`config.mk`:
```
export PLATFORM = sky130hd
export DESIGN_NAME = fifo_reader_flat
export DESIGN_NICKNAME = d
export VERILOG_FILES = /design/src/rtl/fifo_reader_if.sv /design/src/rtl/fifo_reader.sv /design/src/flat_wrapper.sv
export SDC_FILE = /design/constraint.sdc
export NUM_CORES = 1
export LEC_CHECK = 0
export CAP_MARGIN = 20
export CORE_MARGIN = 5
export CORE_UTILIZATION = 45
export CTS_CLUSTER_DIAMETER = 40
export DETAILED_ROUTE_END_ITERATION = 8
export PLACE_DENSITY = 0.72
export SLEW_MARGIN = 20
export SYNTH_ARGS = -nofsm -noshare
export SYNTH_HDL_FRONTEND = slang
export SYNTH_SLANG_ARGS = --single-unit
```
`constraint.sdc`:
```
create_clock -name clk -period 3.7 [get_ports clk]
set_input_delay 0.74 -clock clk [delete_from_list [all_inputs] [get_ports clk]]
set_output_delay 0.74 -clock clk [all_outputs]
set_load 0.02 [all_outputs]
```
`src/rtl/fifo_reader_if.sv`:
```
// ---------------------------------------------------------------------------
// fifo_reader_if
//
// Bundles the two handshakes around fifo_reader:
//   FIFO side  : fifo_empty / fifo_data in, fifo_pop out (pop strobe).
//   Stream side: m_valid / m_data out, m_ready in.
//
// Stream handshake: a word transfers on every rising clk edge where
// m_valid and m_ready are both 1; while m_valid=1 and m_ready=0 the producer
// holds m_valid and m_data stable; m_valid never depends on m_ready.
//
// Modports:
//   master - the reader (drives fifo_pop, m_valid, m_data).
//   slave  - the environment (FIFO plus downstream consumer).
// ---------------------------------------------------------------------------
interface fifo_reader_if #(
    parameter int WIDTH = 8
);
    logic             fifo_empty;
    logic [WIDTH-1:0] fifo_data;
    logic             fifo_pop;
    logic             m_valid;
    logic [WIDTH-1:0] m_data;
    logic             m_ready;

    modport master (
        input  fifo_empty,
        input  fifo_data,
        input  m_ready,
        output fifo_pop,
        output m_valid,
        output m_data
    );

    modport slave (
        output fifo_empty,
        output fifo_data,
        output m_ready,
        input  fifo_pop,
        input  m_valid,
        input  m_data
    );
endinterface

```
`src/rtl/fifo_reader.sv`:
```
// ---------------------------------------------------------------------------
// fifo_reader
//
// Read-side consumer for the synchronous FIFO. It pops the FIFO, captures
// the combinational data_out in the pop cycle and re-presents it as a
// registered valid/ready stream. A two-slot buffer (output register slot0
// plus skid register slot1) keeps one word per cycle under backpressure
// without ever popping an empty FIFO.
//
// Ports:
//   clk        in   sole clock, rising edge
//   rst_n      in   asynchronous active-low reset
//   enable     in   permission to pop; 0 stops new pops, buffer still drains
//   bus        if   fifo_reader_if.master (FIFO pop side + output stream)
//   buf_level  out  occupied slots 0..2; this is also the FSM state
//   pop_count  out  words popped since reset, wraps at 2^CNT_WIDTH
// ---------------------------------------------------------------------------
module fifo_reader #(
    parameter int WIDTH     = 8,
    parameter int CNT_WIDTH = 16
) (
    input  logic                 clk,
    input  logic                 rst_n,
    input  logic                 enable,
    fifo_reader_if.master        bus,
    output logic [1:0]           buf_level,
    output logic [CNT_WIDTH-1:0] pop_count
);

    // State value equals the number of occupied slots.
    typedef enum logic [1:0] {
        EMPTY = 2'd0,
        ONE   = 2'd1,
        FULL  = 2'd2
    } state_t;

    state_t           state;
    state_t           state_next;
    logic [WIDTH-1:0] slot0;
    logic [WIDTH-1:0] slot1;
    logic [WIDTH-1:0] slot0_next;
    logic [WIDTH-1:0] slot1_next;
    logic             take;
    logic             pop;

    // A word leaves on take. A pop is allowed while a slot is free, or when
    // FULL but a slot frees this same cycle. Gating with rst_n keeps the
    // strobe low during reset even though the FIFO may hold data.
    assign take = (state != EMPTY) & bus.m_ready;
    assign pop  = rst_n & enable & ~bus.fifo_empty & ((state != FULL) | take);

    assign bus.fifo_pop = pop;
    assign bus.m_valid  = (state != EMPTY);
    assign bus.m_data   = slot0;
    assign buf_level    = state;

    always_ff @(posedge clk or negedge rst_n) begin
        if (!rst_n) begin
            state <= EMPTY;
            slot0 <= '0;
            slot1 <= '0;
        end else begin
            state <= state_next;
            slot0 <= slot0_next;
            slot1 <= slot1_next;
        end
    end

    // Shift slot1 into slot0 on take, then place the popped word in the
    // lowest slot left free; this keeps word order intact.
    always_comb begin
        state_next = state;
        slot0_next = slot0;
        slot1_next = slot1;
        case (state)
            EMPTY: begin
                if (pop) begin
                    slot0_next = bus.fifo_data;
                    state_next = ONE;
                end
            end
            ONE: begin
                case ({pop, take})
                    2'b10: begin
                        slot1_next = bus.fifo_data;
                        state_next = FULL;
                    end
                    2'b01: begin
                        state_next = EMPTY;
                    end
                    2'b11: begin
                        slot0_next = bus.fifo_data;
                        state_next = ONE;
                    end
                    default: begin
                        state_next = ONE;
                    end
                endcase
            end
            FULL: begin
                // pop without take cannot occur here.
                if (take) begin
                    slot0_next = slot1;
                    if (pop) begin
                        slot1_next = bus.fifo_data;
                        state_next = FULL;
                    end else begin
                        state_next = ONE;
                    end
                end
            end
            default: begin
                state_next = EMPTY;
            end
        endcase
    end

    always_ff @(posedge clk or negedge rst_n) begin
        if (!rst_n) begin
            pop_count <= '0;
        end else if (pop) begin
            pop_count <= pop_count + 1'b1;
        end
    end

endmodule

```
`src/flat_wrapper.sv`:
```
// flat-port wrapper written by rule: the top's interface ports become plain ports
module fifo_reader_flat 
#(
    parameter int WIDTH     = 8,
    parameter int CNT_WIDTH = 16
)
  (clk, rst_n, enable, buf_level, pop_count, bus_fifo_empty, bus_fifo_data, bus_m_ready, bus_fifo_pop, bus_m_valid, bus_m_data);
  fifo_reader_if #(.WIDTH(WIDTH)) bus_i ();
  input  logic clk;
  input  logic rst_n;
  input  logic enable;
  output logic [1:0] buf_level;
  output logic [CNT_WIDTH-1:0] pop_count;
  input wire logic [$bits(bus_i.fifo_empty)-1:0] bus_fifo_empty;
  input wire logic [$bits(bus_i.fifo_data)-1:0] bus_fifo_data;
  input wire logic [$bits(bus_i.m_ready)-1:0] bus_m_ready;
  output wire logic [$bits(bus_i.fifo_pop)-1:0] bus_fifo_pop;
  output wire logic [$bits(bus_i.m_valid)-1:0] bus_m_valid;
  output wire logic [$bits(bus_i.m_data)-1:0] bus_m_data;
  assign bus_i.fifo_empty = bus_fifo_empty;
  assign bus_i.fifo_data = bus_fifo_data;
  assign bus_i.m_ready = bus_m_ready;
  assign bus_fifo_pop = bus_i.fifo_pop;
  assign bus_m_valid = bus_i.m_valid;
  assign bus_m_data = bus_i.m_data;
  fifo_reader #(.WIDTH(WIDTH), .CNT_WIDTH(CNT_WIDTH)) u_core (.clk(clk), .rst_n(rst_n), .enable(enable), .bus(bus_i), .buf_level(buf_level), .pop_count(pop_count));
endmodule
```
==> results.py <==
metrics = {
    "run_status": {
        "status": "finished clean",
    },
    "worst_setup_path": {
        "end_kind": "output pin",
        "critPathMaxFanout": 8,
        "cpPeakStageDelay_ns": 0.56,
        "cp_common_cell": "clkdlybuf4s50_1",
        "cp-start-kind": "input pin",
        "worst-setup-path-type": "in2out",
        "crit_arrival_ns": 2.35,
        "critPathRequiredTime_ns": 2.96,
        "slowest_stage": "clkdlybuf4s50_1",
        "rrSetupSlack_ns": 1.66,
        "cp_cell_sequence": "clkdlybuf4s50_1, nor3b_4, nor2_4, clkdlybuf4s50_1",
    },
    "clock_tree": {
        "cts.clk_slew.worst_paths_ns": 0.10,
        "clock_latency_ns": 0.32,
        "clock-sinks": 34,
        "cts_buffers": 5,
        "cts_buffer_depth": 2,
        "hold_buffers": 0,
        "htreeDepth": 2,
        "tritoncts": "done",
        "cts-resized-gates": 0,
        "cts.root.buffer_cell": "clkbuf_4",
        "postCtsSetupBuffers": 0,
    },
    "routing": {
        "drc_errors": 0,
        "first_pass_iters": 4,
        "routed_wl_um": 3080,
        "drt-initial-drc-count": 81,
        "drtAntennaViolNets": 0,
        "drt-vias-per-instance": 5.18,
        "wl_per_cell_um": 13.9,
        "vias": 1149,
    },
    "synth": {
        "syn-cell-area_mm2": 0.00163,
        "ys_seq_elements": 34,
        "synth_fp_nets": 147,
        "ys_seq_area_frac": 0.521,
        "yosysTopAreaCellShare": 0.521,
        "synth-warning-count": 0,
        "netlist-cell-type-count": 29,
        "synth_area_leaders": "dfrtp_1, mux2_2, xnor2_1, mux2i_1, a21oi_1",
        "synthCells": 130,
        "synth_top_area_cell": "dfrtp_1",
        "avgSynthCellArea_um2": 12.6,
    },
    "global_route": {
        "grt_use_total": 0.133,
        "grt_max_degree": 36,
        "grt_overflow": 0,
        "grt_pass1_vias": 1212,
        "grt_pass1_wl_um": 5290,
        "antenna_found_initial": 0,
    },
    "sta": {
        "maxSlewViolCount": 0,
        "relSlewSlack": 0.677,
        "tightest_slew_ns": 0.484,
        "final-hold-violation-count": 0,
        "fin_skew_ns": 0.00217,
        "fin_crit_sh": 0.834,
        "grt_setup_unrepaired": "no",
        "fmax_mhz": 324,
        "fin_crit_ns": 3.09,
        "finalSetupViolCount": 0,
        "setup_ws_ns": 0.613,
        "holdWs_ns": 0.477,
        "setup_tns_ns": 0,
    },
    "power_and_ir_drop": {
        "p_per_area_mw_per_mm2": 607,
        "leakagePower_nw": 0.867,
        "ir_worst_vdd_mv": 0.310,
    },
    "finish": {
        "final_core_util": 0.621,
        "nets": 193,
        "diodes": 0,
        "syn2layout_area_growth_pct": 30.0,
        "fillCellCount": 284,
        "drive_above_1_share": 0.165,
    },
    "placed_design": {
        "place_hpwl_um": 2350,
        "port_buffers": 40,
        "gp_congestion": 0.820,
        "place_ws_ns": 0.598,
    },
    "die": {
        "fp.dieH_um": 70.2,
        "io_pins": 41,
        "dieArea_mm2": 0.00493,
        "fp-row-count": 21,
        "coreArea_mm2": 0.00342,
        "die_w_um": 70.2,
        "start_util": 0.478,
    },
    "worst_hold_path": {
        "min_path_type": "reg2reg",
    },
    "flow_run": {
        "drv_cap": 0,
    },
}
## registers in the layout, indices dropped and copies added, names as in the netlist
name               count
u_core.pop_count      16
u_core.slot1           8
u_core.buf_level       2
u_core.bus.m_data      8
## metal layers
layer / part of all wire / routed length (um) / global-route usage / vias up
met1: 0.42 / 1300 / 0.151 / 552
met5: 0 / 0 / 0 / -
li1: - / - / - / 555
met3: 0.076 / 233 / 0.0502 / 5
met4: 0.012 / 36 / 0.0532 / 0
met2: 0.49 / 1520 / 0.227 / 37
## cells by family (layout without fill, tap and decap cells)
family / count (synthesis) / count (layout) / share of synthesized area
xor gates and xnor gates: 15 / 15 / 0.0805
and+or+nand+nor: 42 / 42 / 0.175
DFF: 34 / 34 / 0.521
adders and majority gates: 4 / 4 / 0.0307
buffers and inverters: 4 / 50 / 0.0161
muxes: 17 / 17 / 0.111
AOI/OAI and AO/OA: 14 / 14 / 0.0652
## through the flow
| step | power, mW | instances | cell area (um^2) |
|---|---|---|---|
| after floorplan | 0.893 | 130 | 1630 |
| after global placement | 1.10 | 215 | 2070 |
| after detailed placement | 1.12 | 215 | 2070 |
| after CTS | 1.31 | 222 | 2120 |
| after global routing | 1.37 | 222 | 2120 |
| final | 1.29 | 222 | 2120 |
## report_power, final
part	internal, mW	switching, mW
Combinational	0.263	0.250
Sequential	0.491	0.0987
Clock	0.0682	0.115
## path summary, 6_finish.rpt
check / cells after the start / to / start
worst max-delay path: 4 / bus_fifo_pop / bus_m_ready
worst min-delay path: 1 / u_core.pop_count[15]$_DFFE_PN0P_ / u_core.pop_count[15]$_DFFE_PN0P_
worst max register to register: 7 / u_core.bus.m_data[0]$_DFFE_PN0P_ / u_core.buf_level[1]$_DFFE_PN0P_
worst min register to register: 1 / u_core.pop_count[15]$_DFFE_PN0P_ / u_core.pop_count[15]$_DFFE_PN0P_
max in group asynchronous: 2 / u_core.bus.m_data[6]$_DFFE_PN0P_ / rst_n
min in group asynchronous: 2 / u_core.pop_count[7]$_DFFE_PN0P_ / rst_n
## cells in the mapped netlist (all sizes together)
master / instances
xnor2: 11
and4: 3
nand3: 6
or2: 1
nand4: 3
and2: 1
dfrtp: 34
nor4: 2
nand3b: 1
o21ai: 1
nand2: 11
o31ai: 1
ha: 4
mux2: 9
a22oi: 1
a21oi: 10
nor2: 10
nor3b: 1
buf: 2
nand4bb: 1
a31o: 1
mux2i: 8
inv: 2
nand2b: 1
nor3: 1
xor2: 4
## cell usage in the layout (no fill, tap or decap), drive strengths merged, types with 2 or more instances in the layout
master and instances:
clkdlybuf4s50 39, dfrtp 34, nand2 11, xnor2 11, a21oi 10, nor2 10
mux2 9, mux2i 8, nand3 6, clkbuf 5, xor2 4, ha 4
and4 3, nand4 3, nor4 2, clkinv 2, inv 2, buf 2
## cell type report
cell class | count | area (um^2) | share of cell area
tap | 46 | 57.6 | 0.0271
multi-input combinational | 92 | 754 | 0.356
clock buffer | 5 | 37.5 | 0.0177
inverter | 2 | 7.51 | 0.00354
sequential | 34 | 851 | 0.401
clock inverter | 2 | 10.0 | 0.00472
timing repair buffer | 41 | 403 | 0.190
## critical path, delay by kind of cell
family                 cells  cell delay, ns
buffers and inverters      2            1.09
AND/OR/NAND/NOR            2            0.52
Power figures use the tool's default switching activity.
